==> src/rtl/pipe_stage_reg.sv <==
// pipe_stage_reg: flow-controlled pipeline stage register.
// Carries one WIDTH-bit bundle per valid/ready transfer, stalls on
// back-pressure, and flushes by loading NOP_VAL into all storage.
// Optional feature macro: PIPE_STAGE_SKID_EN adds a skid entry so that
// in_ready is a pure register output without losing throughput.
module pipe_stage_reg #(
    parameter int unsigned       WIDTH   = 16,
    parameter logic [WIDTH-1:0]  NOP_VAL = '0,
    parameter int unsigned       CNT_W   = 8
) (
    input  logic             clk,
    input  logic             reset,
    input  logic             flush,
    input  logic             in_valid,
    output logic             in_ready,
    input  logic [WIDTH-1:0] in_data,
    output logic             out_valid,
    input  logic             out_ready,
    output logic [WIDTH-1:0] out_data,
    output logic [1:0]       occupancy,
    output logic [CNT_W-1:0] stall_cnt
);

    logic             main_v;
    logic [WIDTH-1:0] main_d;
    logic             in_xfer;
    logic             out_xfer;

    // Handshake qualifiers shared by both builds
    always_comb begin
        in_xfer  = in_valid && in_ready;
        out_xfer = main_v && out_ready;
    end

    // Head entry drives the output; NOP_VAL whenever nothing is valid
    always_comb begin
        out_valid = main_v;
        out_data  = main_v ? main_d : NOP_VAL;
    end

`ifdef PIPE_STAGE_SKID_EN

    logic             skid_v;
    logic [WIDTH-1:0] skid_d;

    // Registered ready: accept whenever the skid slot is free
    always_comb begin
        in_ready  = !skid_v;
        occupancy = {1'b0, main_v} + {1'b0, skid_v};
    end

    // Two-entry FIFO update: main refills from skid first to keep order
    always_ff @(posedge clk or negedge reset) begin
        if (!reset) begin
            main_v <= 1'b0;
            main_d <= NOP_VAL;
            skid_v <= 1'b0;
            skid_d <= NOP_VAL;
        end else if (flush) begin
            main_v <= 1'b0;
            main_d <= NOP_VAL;
            skid_v <= 1'b0;
            skid_d <= NOP_VAL;
        end else if (!main_v || out_xfer) begin
            if (skid_v) begin
                main_v <= 1'b1;
                main_d <= skid_d;
                if (in_xfer) begin
                    skid_v <= 1'b1;
                    skid_d <= in_data;
                end else begin
                    skid_v <= 1'b0;
                    skid_d <= NOP_VAL;
                end
            end else if (in_xfer) begin
                main_v <= 1'b1;
                main_d <= in_data;
            end else begin
                main_v <= 1'b0;
                main_d <= NOP_VAL;
            end
        end else if (in_xfer) begin
            skid_v <= 1'b1;
            skid_d <= in_data;
        end
    end

`else

    // Ready passes straight through from downstream while main is full
    always_comb begin
        in_ready  = !main_v || out_ready;
        occupancy = {1'b0, main_v};
    end

    // Single-entry update: load on input transfer, else drain to NOP
    always_ff @(posedge clk or negedge reset) begin
        if (!reset) begin
            main_v <= 1'b0;
            main_d <= NOP_VAL;
        end else if (flush) begin
            main_v <= 1'b0;
            main_d <= NOP_VAL;
        end else if (!main_v || out_xfer) begin
            main_v <= in_xfer;
            main_d <= in_xfer ? in_data : NOP_VAL;
        end
    end

`endif

    // Saturating stall counter; survives flush, cleared only by reset
    always_ff @(posedge clk or negedge reset) begin
        if (!reset) begin
            stall_cnt <= '0;
        end else if (main_v && !out_ready && (stall_cnt != '1)) begin
            stall_cnt <= stall_cnt + 1'b1;
        end
    end

endmodule

==> config.mk <==
export PLATFORM = sky130hd
export DESIGN_NAME = pipe_stage_reg
export DESIGN_NICKNAME = d
export VERILOG_FILES = /design/src/rtl/pipe_stage_reg.sv
export SDC_FILE = /design/constraint.sdc
export NUM_CORES = 1
export LEC_CHECK = 0
export ABC_AREA = 1
export BUFFER_PORTS_ARGS = -buffer_cell sky130_fd_sc_hd__buf_2
export CAP_MARGIN = 20
export CORE_MARGIN = 1
export CORE_UTILIZATION = 44
export DETAILED_ROUTE_END_ITERATION = 6
export GPL_TIMING_DRIVEN = 0
export PLACE_DENSITY = 0.76
export SETUP_SLACK_MARGIN = 0.2
export SLEW_MARGIN = 10
export SYNTH_ARGS = -nofsm -noshare
export SYNTH_HDL_FRONTEND = slang
export SYNTH_SLANG_ARGS = --single-unit
==> constraint.sdc <==
create_clock -name clk -period 1.36 [get_ports clk]
set_clock_uncertainty 0.15 [all_clocks]
set_input_delay 0.136 -clock clk [delete_from_list [all_inputs] [get_ports clk]]
set_output_delay 0.136 -clock clk [all_outputs]
set_load 0.01 [all_outputs]
==> impl_metrics.env <==
export IMPL_ys_warn_count=0
export IMPL_ir_worst_vdd_uv=808
export IMPL_dieArea_mm2=0.00346
export IMPL_cts_tree="done"
export IMPL_critPathKind="register to output port"
export IMPL_ff_latch_area_um2=629
export IMPL_hp_class="primary input to register"
export IMPL_timing_final_crit_share_pct=113
export IMPL_hold_slack_ns=0.0373
export IMPL_die_y_um=58.9
export IMPL_cts_buffers=3
export IMPL_max_cap_viol_count=0
export IMPL_violations="negative setup slack"
export IMPL_crit_required_ns=1.07
export IMPL_post_dp_cell_area_mm2=0.00181
export IMPL_cts_sinks=25
export IMPL_dp_cells=267
export IMPL_grt_pass1_vias=1245
export IMPL_grt_max_degree=26
export IMPL_die_w_um=58.9
export IMPL_worstPathArrival_ns=1.26
export IMPL_tightest_slew_ns=0.580
export IMPL_drv_slew=0
export IMPL_antenna_found_initial=0
export IMPL_fin_ws_ns=-0.183
export IMPL_avgSynthCellArea_um2=8.08
export IMPL_yosysSeqAreaShare_pct=44.0
export IMPL_grt_pass1_wl_um=5520
export IMPL_start_util_pct=46.6
export IMPL_worstSkewPairLatency_ns=0.33
export IMPL_layoutNonFillerInstCount=311
export IMPL_syn_inst=176
export IMPL_final_common_cell="buf_6"
export IMPL_drtIter0Drc=42
export IMPL_clockBufferDepth=2
export IMPL_synthToLayoutAreaGrowth_pct=85.0
export IMPL_drc_errors=0
export IMPL_synth_cell_types=26
export IMPL_rsz0062_at_grt="yes"
export IMPL_fmax_mhz=648
export IMPL_synth_fp_nets=198
export IMPL_viasPerCell=4.66
export IMPL_leakage_nw=1.48
export IMPL_dp_hpwl_um=1850
export IMPL_drive_above_1_share_pct=62.2
export IMPL_fin_tns_setup_ns=-4.32
export IMPL_fill_cells=167
export IMPL_critPathMaxFanout=6
export IMPL_io_pins=49
export IMPL_stdcell_area_mm2=0.00263
export IMPL_status="finished with violations"
export IMPL_core_area_mm2=0.00305
export IMPL_first_pass_iters=4
export IMPL_power_density_mw_per_mm2=803
export IMPL_yosys_area_top_type="dfrtp_1"
export IMPL_vias=1449
export IMPL_cp_end_kind="output port"
export IMPL_synth_seq_cells=25
export IMPL_synth_area_leaders="dfrtp_1 44%, nand2_1 13%, inv_1 10%"
export IMPL_htree_levels=1
export IMPL_diodes=0
export IMPL_syn_area_mm2=0.00142
export IMPL_hold_violations=0
export IMPL_place_ws_ns=-0.0412
export IMPL_multi_input_area_um2=820
export IMPL_drt_wirelength_per_cell_um=13.6
export IMPL_nets=290
export IMPL_place_gp_congestion=0.739
export IMPL_fp_row_count=20
export IMPL_clkTransAtPathRegs_ns=0.14
export IMPL_layout_min_cycle_time_ns=1.54
export IMPL_root_buffer="clkbuf_4"
export IMPL_port_buffer_count=47
export IMPL_cp_start_kind="register"
export IMPL_setup_viol=42
export IMPL_grt_overflow_total=0
export IMPL_synth_top_area_share_pct=44.0
export IMPL_wl_um=4220
export IMPL_final_antenna_net_count=0
export IMPL_maxSlewHeadroom_pct=61.3
export IMPL_grt_usage_pct=21.4
export IMPL_mostFrequentLayoutCells="29 x buf_6, 27 x buf_2, 24 x nand2_1, 23 x inv_1, 22 x dfrtp_1"
-- metal layers --
layer | share of wire [%] | GRT usage, %
met1 | 40 | 27.1
met2 | 55 | 37.7
met3 | 3.6 | 4.40
met4 | 1.0 | 4.76
met5 | 0 | 0
-- layout make-up --
| class | instances | share of cell area [%] |
|---|---|---|
| inverter | 42 | 6.47 |
| clock buffer | 3 | 0.856 |
| buffer | 8 | 4.23 |
| clock inverter | 1 | 0.190 |
| multi-input combinational | 102 | 31.1 |
| timing repair buffer | 86 | 31.1 |
| tap | 44 | 2.09 |
| sequential | 25 | 23.9 |
-- path summary, 6_finish.rpt --
path	slack [ns]	endpoint	from	depth (start not counted)
min	0.04	main_d[3]	flush	4
max	-0.18	out_data[15]	out_valid	5
max reg2reg	-0.12	stall_cnt[6]	out_valid	10
min in group asynchronous	0.18	out_valid	reset	2
max in group asynchronous	0.46	stall_cnt[2]	reset	2
min reg2reg	0.40	main_d[11]	main_d[11]	2
-- cell families after synthesis --
group / synth area share (%)
flops: 44.0
simple gates: 26.2
fa+ha+maj: 0.879
buf+inv: 17.9
other cells: 0.264
compound gates: 8.97
xor+xnor: 1.85
-- timing repair --
item / in CTS / in global routing
setup endpoints to repair: 52 / 52
endpoints found under the hold margin: 42 / 0
cloned: 5 / 0
buffers inserted: 14 / 3
pin swaps: 5 / 4
hold buffers: 18 / 0
resized for setup: 48 / 53
-- synth_stat cells (all sizes together) --
cell and number:
ha 1, buf 7, nand3 20, nand2 51, dfrtp 25, nand4 1, clkbuf 1, conb 1
xnor2 2, xor2 1, inv 42, nor2 6, o21ai 18
-- flip-flops by register name (all words and copies together), names as in the netlist --
register   flops
out_valid      1
main_d        16
stall_cnt      8
-- per-stage QoR --
stage	util, %	power [W]
6_report	86.2	0.00211
5_1_grt	86.2	0.00222
4_1_cts	78.6	0.00194
3_5_place_dp	59.2	0.00132
3_3_place_gp	59.2	0.00132
2_1_floorplan	-	0.00117
-- power breakdown --
group	switching (W)	internal [W]	total, W
logic	0.000373	0.000476	0.000849
registers	0.000104	0.000819	0.000923
clock network	0.000232	0.000110	0.000342
total	0.000709	0.00141	0.00211
-- critical path, stage by stage, from the launching register on --
cell	delay (ns)
dfrtp_1	0.42
buf_6	0.15
buf_12	0.14
nand2_2	0.05
inv_1	0.04
buf_2	0.13
Note: power is estimated with default switching activity, not from simulation.
